$ cat config.mk
export PLATFORM = sky130hd
export DESIGN_NAME = intfrac_join
export DESIGN_NICKNAME = d
export VERILOG_FILES = /design/src/rtl/intfrac_pkg.sv /design/src/rtl/intfrac_join_frac_align.sv /design/src/rtl/intfrac_join.sv
export SDC_FILE = /design/constraint.sdc
export NUM_CORES = 1
export LEC_CHECK = 0
export ABC_AREA = 1
export CAP_MARGIN = 30
export CORE_MARGIN = 3
export CORE_UTILIZATION = 30
export CTS_BUF_LIST = sky130_fd_sc_hd__clkbuf_8
export DETAILED_ROUTE_END_ITERATION = 10
export GPL_TIMING_DRIVEN = 0
export PLACE_DENSITY = 0.6
export RECOVER_POWER = 25
export REMOVE_ABC_BUFFERS = 1
export SLEW_MARGIN = 20
export SYNTH_ARGS = -nofsm -noshare
export SYNTH_HDL_FRONTEND = slang
export SYNTH_HIERARCHICAL = 1
export SYNTH_SLANG_ARGS = --single-unit
$ cat constraint.sdc
create_clock -name clk -period 3.41 [get_ports clk]
set_input_delay 0.682 -clock clk [delete_from_list [all_inputs] [get_ports clk]]
set_output_delay 0.682 -clock clk [all_outputs]
set_load 0.05 [all_outputs]
$ cat src/rtl/intfrac_pkg.sv
// intfrac_pkg: shared constants and FSM state type for the integer+fraction
// to IEEE-754 single-precision joiner.
//   BIAS   - single-precision exponent bias
//   ACC_W  - normaliser accumulator width (8 integer + 24 fraction bits)
//   FRAC_W - width of the fixed-point fraction produced by frac_align
//   E_MIN/E_MAX - exponent-field range that contributes fraction bits
package intfrac_pkg;

  localparam int unsigned BIAS   = 127;
  localparam int unsigned ACC_W  = 32;
  localparam int unsigned FRAC_W = 24;
  localparam int unsigned E_MIN  = 103;
  localparam int unsigned E_MAX  = 126;

  typedef enum logic [1:0] {
    IDLE = 2'd0,
    NORM = 2'd1,
    DONE = 2'd2
  } state_t;

endpackage

$ cat src/rtl/intfrac_join_frac_align.sv
// frac_align: converts an IEEE-754 single value in [0,1) into a 24-bit
// fixed-point fraction (weight of bit 23 is 2^-1). Sign is ignored.
//   frac_in  [31:0] in  - IEEE-754 single fractional operand
//   frac_fix [23:0] out - truncated fixed-point fraction
//   err           out - exponent field >= 127 (value >= 1.0, Inf or NaN)
module frac_align
  import intfrac_pkg::*;
(
  input  logic [31:0]       frac_in,
  output logic [FRAC_W-1:0] frac_fix,
  output logic              err
);

  logic [7:0] e;

  assign e = frac_in[30:23];

  always_comb begin
    frac_fix = '0;
    err      = 1'b0;
    if (e > 8'(E_MAX)) begin
      err = 1'b1;
    end else if (e >= 8'(E_MIN)) begin
      // e = 126 means 0.5 <= x < 1, so the hidden one lands on bit 23.
      frac_fix = {1'b1, frac_in[22:0]} >> (8'(E_MAX) - e);
    end
  end

endmodule

$ cat src/rtl/intfrac_join.sv
// intfrac_join: forms int_in + frac_in as an IEEE-754 single by loading a
// fixed-point accumulator and shifting it left until the MSB is set.
//   clk, rst_n    - clock, asynchronous active-low reset
//   start         - request pulse, sampled only in IDLE
//   int_in  [7:0] - unsigned integer part
//   frac_in [31:0]- IEEE-754 single fraction in [0,1)
//   fp_out  [31:0]- result, held until the next done
//   done          - one-cycle pulse when fp_out updates
//   busy          - high outside IDLE
//   err           - frac_in exponent field >= 127, valid with done
module intfrac_join #(
  parameter int unsigned BIAS  = intfrac_pkg::BIAS,
  parameter int unsigned ACC_W = intfrac_pkg::ACC_W
) (
  input  logic        clk,
  input  logic        rst_n,
  input  logic        start,
  input  logic [7:0]  int_in,
  input  logic [31:0] frac_in,
  output logic [31:0] fp_out,
  output logic        done,
  output logic        busy,
  output logic        err
);

  import intfrac_pkg::*;

  localparam int unsigned S_W = $clog2(ACC_W);

  state_t             state_q, state_d;
  logic [ACC_W-1:0]   acc_q, acc_d;
  logic [S_W-1:0]     s_q, s_d;
  logic [31:0]        fp_q, fp_d;
  logic               done_q, done_d;
  logic               err_q, err_d;

  logic [FRAC_W-1:0]  frac_fix;
  logic               align_err;
  logic [7:0]         exp_w;

  frac_align u_frac_align (
    .frac_in  (frac_in),
    .frac_fix (frac_fix),
    .err      (align_err)
  );

  // Leading one sits at bit ACC_W-1 after s shifts; unshifted it weighs 2^7.
  assign exp_w = 8'(BIAS + 7) - 8'(s_q);

  always_comb begin
    state_d = state_q;
    acc_d   = acc_q;
    s_d     = s_q;
    fp_d    = fp_q;
    done_d  = 1'b0;
    err_d   = err_q;
    case (state_q)
      IDLE: begin
        if (start) begin
          acc_d                = '0;
          acc_d[ACC_W-1 -: 32] = {int_in, frac_fix};
          s_d                  = '0;
          err_d                = align_err;
          state_d              = NORM;
        end
      end
      NORM: begin
        if (acc_q == '0) begin
          fp_d    = '0;
          done_d  = 1'b1;
          state_d = DONE;
        end else if (acc_q[ACC_W-1]) begin
          fp_d    = {1'b0, exp_w, acc_q[ACC_W-2 -: 23]};
          done_d  = 1'b1;
          state_d = DONE;
        end else begin
          acc_d = acc_q << 1;
          s_d   = s_q + 1'b1;
        end
      end
      DONE: begin
        state_d = IDLE;
      end
      default: begin
        state_d = IDLE;
      end
    endcase
  end

  always_ff @(posedge clk or negedge rst_n) begin
    if (!rst_n) begin
      state_q <= IDLE;
      acc_q   <= '0;
      s_q     <= '0;
      fp_q    <= '0;
      done_q  <= 1'b0;
      err_q   <= 1'b0;
    end else begin
      state_q <= state_d;
      acc_q   <= acc_d;
      s_q     <= s_d;
      fp_q    <= fp_d;
      done_q  <= done_d;
      err_q   <= err_d;
    end
  end

  assign fp_out = fp_q;
  assign done   = done_q;
  assign busy   = (state_q != IDLE);
  assign err    = err_q;

endmodule
==> results of run 1 <==
==> flip-flops by register name, summed over array words and instances, names as in the netlist <==
name and flops:
err 1, acc_q 32, done 1, state_q 2, s_q 5, fp_out 31
==> synthesized netlist by cell type, drive strengths merged <==
master / number / area, um2
a21oi: 14 / 70.07
a31oi: 1 / 6.260
buf: 37 / 260.3
clkbuf: 25 / 93.84
clkinv: 2 / 12.51
conb: 1 / 3.750
dfrtp: 72 / 1802
ha: 2 / 25.02
inv: 47 / 178.9
mux2: 1 / 11.26
nand2: 235 / 902.1
nand3: 191 / 1028
nand4: 73 / 456.7
nor2: 58 / 257.7
nor3: 2 / 15.01
nor4: 1 / 21.27
o21ai: 30 / 150.1
o31ai: 16 / 120.1
or2: 1 / 6.260
xnor2: 2 / 17.52
xor2: 1 / 8.760
==> what timing repair did <==
action                                  in CTS  in global routing
pin swaps                                    1                  1
buffers inserted                             0                  2
endpoints found under the setup margin      24                 22
cloned                                       2                  2
resized for setup                            3                 14
==> power by group through the flow <==
| stage | clock (mW) | sequential, mW | combinational [mW] |
|---|---|---|---|
| 6_report | 0.908 | 1.27 | 2.30 |
| 5_1_grt | 0.963 | 1.31 | 2.51 |
| 4_1_cts | 0.925 | 1.27 | 2.29 |
| 3_5_place_dp | 0 | 1.29 | 2.29 |
| 3_3_place_gp | 0 | 1.29 | 2.15 |
| 2_1_floorplan | 0 | 1.62 | 1.09 |
==> worst max-delay path, cell delays in order <==
cell and delay, ps:
clkdlybuf4s50_1 520, nand2_1 140, nor2_1 190, nand3_2 150, nand2_8 250, nand2_4 110, a21oi_1 300, or2_2 180
nand4_1 140, nand2_1 100, nand2_1 60, a21oi_1 220, nand2_1 80, nand2_1 100, nand4_1 90, nand2_1 110
==> final timing paths <==
| check | start | slack [ps] | to | cells after the start |
|---|---|---|---|---|
| max in group asynchronous | rst_n | 910 | acc_q[4] | 2 |
| min in group asynchronous | rst_n | 620 | fp_out[27] | 1 |
| setup reg to reg | state_q[1] | 960 | fp_out[27] | 6 |
| setup / recovery | frac_in[28] | 240 | acc_q[4] | 16 |
| hold reg to reg | fp_out[20] | 510 | fp_out[20] | 2 |
| hold / removal | fp_out[20] | 510 | fp_out[20] | 2 |
==> routing by layer <==
metal  wire [um]  up-vias
li1            -     2846
met1        7821     2639
met4          95        0
met5           0        -
met2        7422      131
met3         651        8
==> cell families after synthesis <==
logic type	synth area share
AND/OR/NAND/NOR	0.4933
XOR/XNOR	0.004824
other	0.0006884
multiplexers	0.002067
adder cells (fa/ha/maj)	0.004593
AO/OA/AOI/OAI	0.06362
buffers and inverters	0.1001
flip-flops	0.3307
==> cell type report <==
type	count	share of cell area
clock inverters	6	0.01981
flip-flops and latches	72	0.2716
multi-input cells	631	0.4782
clock buffers	10	0.02075
repair inverters	2	0.002264
well taps	225	0.04244
inverters	49	0.03037
repair buffers	84	0.1345
==> metrics by stage <==
stage / hold slack, ps / std cells
2_1_floorplan: 386.4 / 750
3_3_place_gp: 486.1 / 1050
3_5_place_dp: 490.2 / 1057
4_1_cts: 231.0 / 1075
5_1_grt: 535.0 / 1079
6_report: 505.3 / 1079
==> results.py, run 1 <==
metrics = {
    "floorplanning": {
        "core_area_um2": 17540,
        "ios": 78,
        "die_area_um2": 19810,
        "die_y_um": 140.8,
        "die_w_um": 140.8,
        "fp-row-count": 48,
        "initial_core_util": 0.3106,
    },
    "setup_path": {
        "path_class": "input pin to flip-flop",
        "cp-start-kind": "input pin",
        "crit_path_end_kind": "flip-flop",
        "worstPathArrival_ps": 3460,
        "crit_fanout": 43,
        "required_ps": 3700,
    },
    "place": {
        "post-dp-hpwl_mm": 10.73,
        "io_buffers": 75,
        "place_area_um2": 6299,
        "place_ws_ps": -896.5,
        "gp_congestion": 0.8647,
    },
    "global_routing": {
        "grt_first_pass_wirelength_mm": 26.75,
        "use_met1": 0.2318,
        "grt_antenna_before_repair": 0,
        "grt.overflow.total": 0,
        "first_global_vias": 5322,
        "grt_max_degree": 68,
        "grt.busiest_layer": "met2",
        "grtUsageMet2": 0.2578,
        "grt_usage": 0.1608,
        "grt_util_met3": 0.03053,
    },
    "detailed_routing": {
        "num_vias": 5624,
        "viasPerCell": 5.212,
        "drt_wl_total_mm": 15.99,
        "initialDrtViolationCount": 512,
        "wl_per_cell_um": 14.82,
        "first_pass_iters": 5,
        "ant_nets": 0,
        "drc": 0,
    },
    "timing": {
        "period_share": 0.9288,
        "fin_ws_ps": 242.9,
        "period_needed_ps": 3167,
        "finalHoldViolCount": 0,
        "final.setup_skew_ps": 7.382,
        "relSlewSlack": 0.09355,
        "rsz0062_at_grt": "false",
        "setup_tns_ps": 0,
        "setup_violations": 0,
        "report.final.slew_viol_count": 0,
        "max_freq_mhz": 315.7,
        "tightest_slew_ps": 1360,
    },
    "yosys": {
        "syn_inst": 812,
        "ys_seq_elements": 72,
        "netlist_area_um2": 5448,
        "ys_warn_count": 6,
        "yosysSeqAreaShare": 0.3307,
        "synth_cell_types": 36,
        "avgSynthCellArea_um2": 6.709,
    },
    "cells_and_area": {
        "ff_latch_area_um2": 1802,
        "fin_area_um2": 6633,
        "multiInputGateArea_um2": 3172,
        "antenna_cells": 0,
        "layout_commonest_cell": "nand2_1",
        "finish.utilization": 0.3782,
        "drive_above_1_share": 0.08314,
        "fillers": 1910,
        "syn2layout_area_growth_pct": 21.75,
        "final_cell_mix": "nand2_1, nand3_1, nand4_1, clkdlybuf4s50_1, dfrtp_1",
        "nets": 894,
    },
    "clock_network": {
        "cts_buffer_depth": 2,
        "cts.htree.levels": 3,
        "clk_pin_slew_worst_paths_ps": 70,
        "postCtsHoldBufs": 0,
        "cts-root-buf": "clkbuf_8",
        "cts_tree": "yes",
        "clk_latency_ps": 350,
        "cts_buffers": 9,
        "clock_sinks": 72,
    },
    "worst_hold_path": {
        "hold_path_class": "flip-flop to flip-flop",
    },
    "power_and_ir_drop": {
        "pwr-share-seq": 0.284,
        "switching_power_mw": 2.132,
        "power_density_nw_per_um2": 675.7,
        "combPwrFrac": 0.513,
        "power.total_mw": 4.481,
        "p_sw_frac": 0.4758,
        "p_int_mw": 2.349,
        "leakage_nw": 3.072,
        "ir_drop_v": 0.0003035,
        "pwr-share-clk": 0.203,
    },
    "run": {
        "maxCapViolCount": 0,
    },
    "outcome": {
        "status": "completed",
    },
}
(Power assumes the default switching activity.)
==> inputs of run 2 (changes only) <==
--- a/config.mk
+++ b/config.mk
@@ -9,7 +9,6 @@
 export CAP_MARGIN = 30
 export CORE_MARGIN = 3
 export CORE_UTILIZATION = 30
-export CTS_BUF_LIST = sky130_fd_sc_hd__clkbuf_8
 export DETAILED_ROUTE_END_ITERATION = 10
 export GPL_TIMING_DRIVEN = 0
 export PLACE_DENSITY = 0.6
==> results.py, run 2 (synthesized netlist as in run 1, its figures left out) <==
metrics = {
    "setup_path": {
        "path_class": "input pin to flip-flop",
        "worst-r2r-setup-slack_ps": 970,
        "worstPathArrival_ps": 3440,
        "crit_fanout": 43,
        "crit_family": "simple AND/OR/NAND/NOR gates",
        "crit_path_end_kind": "flip-flop",
        "crit_buf_inv": 1,
        "cp_slowest_cell": "clkdlybuf4s50_1",
        "max_stage_delay_ps": 520,
        "cp-start-kind": "input pin",
        "path_cells": "clkdlybuf4s50_1 > nand2_1 > nor2_1 > nand3_2 > nand2_8 > nand2_4 > a21oi_1 > or2_2 > nand4_1 > nand2_1 > nand2_1 > a21oi_1 > nand2_1 > nand2_1 > nand4_1 > nand2_1",
        "cpMostUsedCell": "nand2_1",
        "required_ps": 3680,
    },
    "cells_and_area": {
        "final_cell_mix": "nand2_1, nand3_1, nand4_1, clkdlybuf4s50_1, dfrtp_1",
        "layout_commonest_cell": "nand2_1",
        "antenna_cells": 0,
        "nets": 895,
        "finish.utilization": 0.3848,
        "fillers": 1893,
        "drive_above_1_share": 0.08538,
        "fin_area_um2": 6748,
        "ff_latch_area_um2": 1802,
        "multiInputGateArea_um2": 3177,
        "largest_register_ffs": 32,
        "regMostFlops": "acc_q",
        "syn2layout_area_growth_pct": 23.86,
    },
    "clock_network": {
        "cts-root-buf": "clkbuf_16",
        "clk_latency_ps": 330,
        "cts.htree.levels": 3,
        "clk_pin_slew_worst_paths_ps": 60,
        "clock_sinks": 72,
        "cts_buffers": 9,
        "cts_tree": "yes",
        "cts_buffer_depth": 2,
        "postCtsHoldBufs": 0,
    },
    "power_and_ir_drop": {
        "ir_drop_v": 0.0003864,
        "leakage_nw": 3.110,
        "power_density_nw_per_um2": 702.8,
        "power.total_mw": 4.742,
    },
    "floorplanning": {
        "ios": 78,
        "core_area_um2": 17540,
        "die_y_um": 140.8,
        "die_area_um2": 19810,
        "die_w_um": 140.8,
        "initial_core_util": 0.3106,
        "fp-row-count": 48,
    },
    "detailed_routing": {
        "drc": 0,
        "ant_nets": 0,
        "first_pass_iters": 5,
        "wl_per_cell_um": 14.92,
        "drt_wl_total_mm": 16.11,
        "initialDrtViolationCount": 501,
        "viasPerCell": 5.221,
        "num_vias": 5639,
    },
    "outcome": {
        "status": "completed",
    },
    "timing": {
        "period_share": 0.9308,
        "max_freq_mhz": 315.1,
        "period_needed_ps": 3174,
        "tightest_slew_ps": 1333,
        "relSlewSlack": 0.1110,
        "setup_tns_ps": 0,
        "report.final.slew_viol_count": 0,
        "setup_violations": 0,
        "final.setup_skew_ps": 5.987,
        "hold_slack_ps": 500.6,
        "rsz0062_at_grt": "true",
        "finalHoldViolCount": 0,
    },
    "global_routing": {
        "grt_usage": 0.1606,
        "grt_first_pass_wirelength_mm": 26.77,
        "grt_max_degree": 68,
        "grt.overflow.total": 0,
        "grt_antenna_before_repair": 0,
        "first_global_vias": 5351,
    },
    "place": {
        "post-dp-hpwl_mm": 10.73,
        "io_buffers": 75,
        "gp_congestion": 0.8647,
        "place_area_um2": 6299,
    },
    "worst_hold_path": {
        "hold_path_class": "flip-flop to flip-flop",
    },
    "run": {
        "maxCapViolCount": 0,
    },
}
-- run 2: changes by cell type in the layout (fill, tap and decap cells not counted), sizes merged --
cell      previous run  this run
clkinvlp             5         7
clkbuf              13        14
clkinv               2         3
inv                 46        43
-- run 2: path summary, 6_finish.rpt --
kind,end,start,depth (start not counted)
worst max-delay path,acc_q[4],frac_in[28],16
worst min-delay path,fp_out[17],fp_out[17],2
worst max register to register,fp_out[27],state_q[1],6
worst min register to register,fp_out[17],fp_out[17],2
max in group asynchronous,acc_q[1],rst_n,2
min in group asynchronous,fp_out[27],rst_n,1
-- run 2: cell type report --
type,count,share of cell area
Multi-Input combinational cell,631,0.4708
Sequential cell,72,0.2670
Timing Repair Buffer,84,0.1322
Tap cell,225,0.04172
Clock buffer,11,0.03597
Inverter,49,0.03041
Clock inverter,5,0.01891
Timing Repair inverter,3,0.002967
-- run 2: routing by layer --
layer / vias up / global-route usage / part of all wire
met2: 157 / 0.2560 / 0.47
met3: 15 / 0.02374 / 0.042
li1: 2849 / - / -
met5: - / 0 / 0
met1: 2618 / 0.2318 / 0.48
met4: 0 / 0.03366 / 0.0096
-- run 2: stage by stage --
| stage | std cells | worst slack, ps |
|---|---|---|
| after floorplan | 750 | 7.655 |
| after global placement | 1050 | -2354 |
| after detailed placement | 1057 | -896.5 |
| after CTS | 1075 | 4.705 |
| after global routing | 1080 | -19.44 |
| final | 1080 | 236.1 |
-- run 2: repair_timing --
item | in CTS | in global routing
pin swaps | 1 | 1
setup buffers | 0 | 2
cloned | 2 | 3
endpoints found under the setup margin | 24 | 24
resized for setup | 3 | 17
-- run 2: power by group --
group          total (mW)  switching, mW  internal, mW  leakage (nW)
sequential           1.27          0.200          1.07         0.966
combinational        2.30           1.60         0.702          1.97
clock                1.17          0.359         0.809         0.176
total                4.74           2.16          2.58          3.11
-- run 2: worst min-delay path: stages (launching register included) --
cell,delay [ps]
dfrtp_1,340
nand3_1,70
nand2_1,50
==> inputs of run 3 (changes only) <==
--- a/config.mk
+++ b/config.mk
@@ -7,11 +7,13 @@
 export LEC_CHECK = 0
 export ABC_AREA = 1
 export CAP_MARGIN = 30
+export CELL_PAD_IN_SITES_DETAIL_PLACEMENT = 0
+export CELL_PAD_IN_SITES_GLOBAL_PLACEMENT = 1
 export CORE_MARGIN = 3
 export CORE_UTILIZATION = 30
 export DETAILED_ROUTE_END_ITERATION = 10
 export GPL_TIMING_DRIVEN = 0
-export PLACE_DENSITY = 0.6
+export PLACE_DENSITY = 0.75
 export RECOVER_POWER = 25
 export REMOVE_ABC_BUFFERS = 1
 export SLEW_MARGIN = 20
==> results.py, run 3 (synthesized netlist as in run 1, its figures left out) <==
metrics = {
    "clock_network": {
        "clock_sinks": 72,
        "cts.htree.levels": 3,
        "cts_buffer_depth": 2,
        "cts_tree": "yes",
        "cts_buffers": 9,
        "clk_pin_slew_worst_paths_ps": 60,
        "cts-root-buf": "clkbuf_16",
        "clk_latency_ps": 340,
    },
    "global_routing": {
        "grt_max_degree": 68,
        "grt_antenna_before_repair": 0,
        "first_global_vias": 5405,
        "grt_usage": 0.1661,
        "grt_first_pass_wirelength_mm": 27.52,
        "grt.overflow.total": 0,
    },
    "timing": {
        "max_freq_mhz": 306.7,
        "final.setup_skew_ps": 6.515,
        "period_share": 0.9562,
        "period_needed_ps": 3261,
        "relSlewSlack": 0.1119,
        "tightest_slew_ps": 1332,
        "setup_violations": 0,
        "finalHoldViolCount": 0,
        "report.final.slew_viol_count": 0,
    },
    "worst_hold_path": {
        "hp-start": "fp_out[18]",
        "hold_path_class": "flip-flop to flip-flop",
        "min_path_cells": 2,
    },
    "detailed_routing": {
        "num_vias": 5740,
        "drc": 0,
        "wl_per_cell_um": 15.68,
        "drt_wl_total_mm": 16.96,
        "ant_nets": 0,
        "initialDrtViolationCount": 507,
        "viasPerCell": 5.305,
        "first_pass_iters": 5,
    },
    "setup_path": {
        "r2r_cells": 9,
        "crit_start": "frac_in[25]",
        "crit_fanout": 20,
        "r2r-start": "acc_q[31]",
        "required_ps": 3630,
        "crit_path_end_kind": "flip-flop",
        "worstPathArrival_ps": 3480,
        "cp-start-kind": "input pin",
        "path_class": "input pin to flip-flop",
    },
    "floorplanning": {
        "die_y_um": 140.8,
        "ios": 78,
        "die_w_um": 140.8,
        "initial_core_util": 0.3106,
        "fp-row-count": 48,
        "core_area_um2": 17540,
        "die_area_um2": 19810,
    },
    "cells_and_area": {
        "nets": 897,
        "finish.utilization": 0.3839,
        "drive_above_1_share": 0.08985,
        "final_cell_mix": "nand2_1, nand3_1, nand4_1",
        "syn2layout_area_growth_pct": 23.59,
        "antenna_cells": 0,
        "layout_commonest_cell": "nand2_1",
        "fin_area_um2": 6733,
        "regMostFlops": "acc_q",
        "ff_latch_area_um2": 1802,
        "largest_register_ffs": 32,
        "multiInputGateArea_um2": 3224,
        "fillers": 1923,
    },
    "place": {
        "io_buffers": 75,
        "place_area_um2": 6291,
        "gp_congestion": 0.8078,
        "post-dp-hpwl_mm": 10.99,
    },
    "run": {
        "maxCapViolCount": 0,
    },
    "power_and_ir_drop": {
        "leakage_nw": 3.116,
        "power.total_mw": 4.624,
        "ir_drop_v": 0.0003675,
        "power_density_nw_per_um2": 686.8,
    },
    "outcome": {
        "status": "completed",
    },
}
[run 3: cell count changes in the layout (fill, tap and decap cells not counted), sizes merged]
cell,change
clkbuf,-1
clkinvlp,-2
dlymetal6s2s,+1
inv,+1
bufinv,-2
clkdlybuf4s50,-1
nor2,+1
nand2,+2
clkinv,+3
[run 3: layout make-up]
type | instances | area share
multi-input combinational | 634 | 0.4789
sequential | 72 | 0.2676
timing repair buffer | 84 | 0.1318
tap | 225 | 0.04181
clock buffer | 10 | 0.03550
inverter | 49 | 0.02992
clock inverter | 6 | 0.01227
timing repair inverter | 2 | 0.002230
[run 3: repair_timing]
action                                  4_1_cts  5_1_grt
buffers inserted                              1        1
gates cloned                                  2        5
pin swaps                                     1        5
hold buffers                                  0        0
resized for setup                             3       21
endpoints found under the setup margin       24       24
[run 3: layer usage]
metal	track usage	wire (um)	up-vias
met5	0	0	-
met4	0.02754	127	0
met3	0.02680	783	12
met2	0.2616	7748	139
met1	0.2439	8303	2724
li1	-	-	2865
[run 3: stage by stage]
step | TNS, ps | std cells | worst slack, ps | hold WS (ps)
floorplan | 0 | 750 | 7.655 | 386.4
global placement | -123620 | 1050 | -2454 | 484.4
detailed placement | -20390 | 1057 | -1022 | 486.3
CTS | 0 | 1076 | 25.39 | 236.5
global route | -14.10 | 1082 | -11.19 | 531.4
finish | 0 | 1082 | 149.2 | 496.9
[run 3: worst paths after layout]
check / endpoint / slack [ps]
worst max-delay path: acc_q[1] / 150
worst min-delay path: fp_out[18] / 500
worst max register to register: acc_q[17] / 960
worst min register to register: fp_out[18] / 500
max in group asynchronous: acc_q[11] / 950
min in group asynchronous: s_q[0] / 560
[run 3: power breakdown]
part	leakage [nW]	internal [mW]	switching (mW)
Combinational	1.99	0.709	1.62
Clock	0.158	0.656	0.368
Sequential	0.966	1.07	0.203
[run 3: critical path: stages]
cell	delay, ps
clkdlybuf4s50_1	550
nand2_1	130
nor2_4	140
nand2_1	100
nand2_1	570
clkinvlp_4	480
nand3_1	280
a21oi_1	90
nand2_1	70
inv_1	40
nand2_1	70
o31ai_1	90
nand4_1	120
nand2_1	70
==> edit: new RTL, settings of run 3 <==
Set the package constant `ACC_W` to 64 (it was 32).
--- a/src/rtl/intfrac_pkg.sv
+++ b/src/rtl/intfrac_pkg.sv
@@ -7,7 +7,7 @@
 package intfrac_pkg;
 
   localparam int unsigned BIAS   = 127;
-  localparam int unsigned ACC_W  = 32;
+  localparam int unsigned ACC_W  = 64;
   localparam int unsigned FRAC_W = 24;
   localparam int unsigned E_MIN  = 103;
   localparam int unsigned E_MAX  = 126;
Behaviour: no difference found for any inputs over 4 cycles, from zero or initial values and one cycle with rst_n low; that may be too few to reach the edited logic, so the function may still have changed.
==> edit against run 3 <==
The flow now finishes with violations (max-capacitance violations, max-slew violations); sequential cell count grew 32; largest power group unchanged; clock skew up 0.00086 ns; highest routed layer unchanged; utilization fell by 1.5 points; routed wire length increased by 6.1%; via count rose by 8.7%; area after synthesis increased by 19%; total power up 3.8%; cell area rose by 16%; sequential power up 22%; maximum frequency grew 3.6%; synthesized cell count increased by 15%; largest cell class unchanged; worst setup slack better by 0.11 ns.
==> edit: results (changes against run 3) <==
run status - finished, violations left
failing checks - max-capacitance violations, max-slew violations
total global-route track usage - 0.151 (-0.0150)
setup clock skew after layout - 0.00737 ns (+0.000859 ns)
vias in the first global route - 5,883 (+8.8%)
Iteration-0 DRC Markers - 439 (-13%)
Multi-Input Combinational - 736 (+16%)
number of flip-flops in the largest register - 63 (+97%)
number of gates resized after cts - 9 (+6)
wire length reported by the detailed router - 18.0 mm (+6.1%)
first-pass GRT wire length - 29.9 mm (+8.8%)
share of power burned in the clock network - 0.233 (+0.012)
Setup violations, final - 0 (unchanged)
inverter count of the layout excluding clock inverters - 30 (-41%)
Max stage delay cell, worst path - sky130_fd_sc_hd__clkdlybuf4s50_1
synth top area cells - sky130_fd_sc_hd__dfrtp_1, sky130_fd_sc_hd__nand2_1, sky130_fd_sc_hd__nand3_1, sky130_fd_sc_hd__nor2_1, sky130_fd_sc_hd__a22o_1
Die Wd - 153 um (+8.8%)
launching point of the worst reg2reg path - state_q[1]
peak fanout along the critical path - 11 (-45%)
worst-case hold slack - 0.498 ns (+0.000960 ns)
mux share of post-synthesis cell area - 0.00173 (-0.000333)
Crit Reg-Reg Endpoint - fp_out[30]
number of iterations in the first detailed-routing pass - 4 (-1)
delay of the slowest cell on the worst path - 0.52 ns (-0.05 ns)
relative slew slack - -0.00905 (-0.121)
maximum number of pins on one net before global-route repair - 76 (+12%)
fraction of area in clock buffers and inverters - 0.0414 (-0.00637)
Arrival @ worst endpoint - 3.43 ns (-0.05 ns)
area taken by flip-flops and latches - 0.00260 mm2 (+44%)
number of fill cells in the layout - 2,216 (+15%)
HPWL after detailed placement - 11.9 mm (+7.9%)
minimum clock period - 3.15 ns (-0.112 ns)
combinational group power - 2.13 mW (-8.6%)
list of most frequent post-synthesis cells - sky130_fd_sc_hd__nand2_1, sky130_fd_sc_hd__nand3_1, sky130_fd_sc_hd__dfrtp_1, sky130_fd_sc_hd__nor2_1, sky130_fd_sc_hd__nand4_1
compound-cell area share of the yosys netlist - 0.0653 (+0.00171)
Clock Buffer Count - 12 (+2)
startpoint of the worst hold path - fp_out[29]
worst-case vdd ir drop - 0.000376 V (+2.2%)
worst slack, placed - -0.988 ns (+0.0341 ns)
Netlist cell types - 34 (-5.6%)
adder-cell area share of the yosys netlist - 0.00385 (-0.000739)
setup slack of the most critical reg-to-reg path - 0.38 ns (-0.58 ns)
fraction of standard cell area that is sequential - 0.334 (+0.0660)
share of final-layout standard cells stronger than drive strength 1 - 0.0568 (-0.0330)
final slew viol count - 31 (+31)
destination of the critical timing path - acc_q[35]
via count - 6,242 (+8.7%)
number of cells traversed by the worst register-to-register path - 7 (-2)
placed cell area - 0.00745 mm2 (+18%)
max-cap viol count - 1 (+1)
portion of the post-synthesis area used by sequential elements - 0.401 (+0.0701)
cell count after synthesis - 930 (+15%)
non-clk buf share - 0.113 (-0.0190)
non-filler instance count after layout - 1,243 (+15%)
combined area of the multi-input logic cells - 0.00353 mm2 (+9.4%)
setup bufs post-CTS - 0 (-1)
CTS sink cnt - 104 (+44%)
==> edit: cell count changes after synthesis, sizes merged <==
cell / run 3 / this run
a21oi: 14 / 16
dfrtp: 72 / 104
nor2: 58 / 82
a22o: 0 / 30
nand4: 73 / 40
or2: 1 / 2
buf: 37 / 38
nor3: 2 / 3
inv: 47 / 28
o21ai: 30 / 12
nand2: 235 / 331
o31ai: 16 / 2
clkinv: 2 / 1
nand3: 191 / 207
==> edit: per-layer routing <==
layer / wire, um / vias up / GRT usage
met5: 0 / - / 0
li1: - / 3186 / -
met1: 9060 / 2935 / 0.220
met4: 203 / 0 / 0.0352
met2: 8170 / 107 / 0.238
met3: 557 / 14 / 0.0224
==> edit: worst max-delay path: cells and delay by family <==
kind / cells / cell delay (ns)
adders and majority gates: 1 / 0.17
buffers and inverters: 1 / 0.52
AOI/OAI and AO/OA: 1 / 0.15
and+or+nand+nor: 16 / 1.90
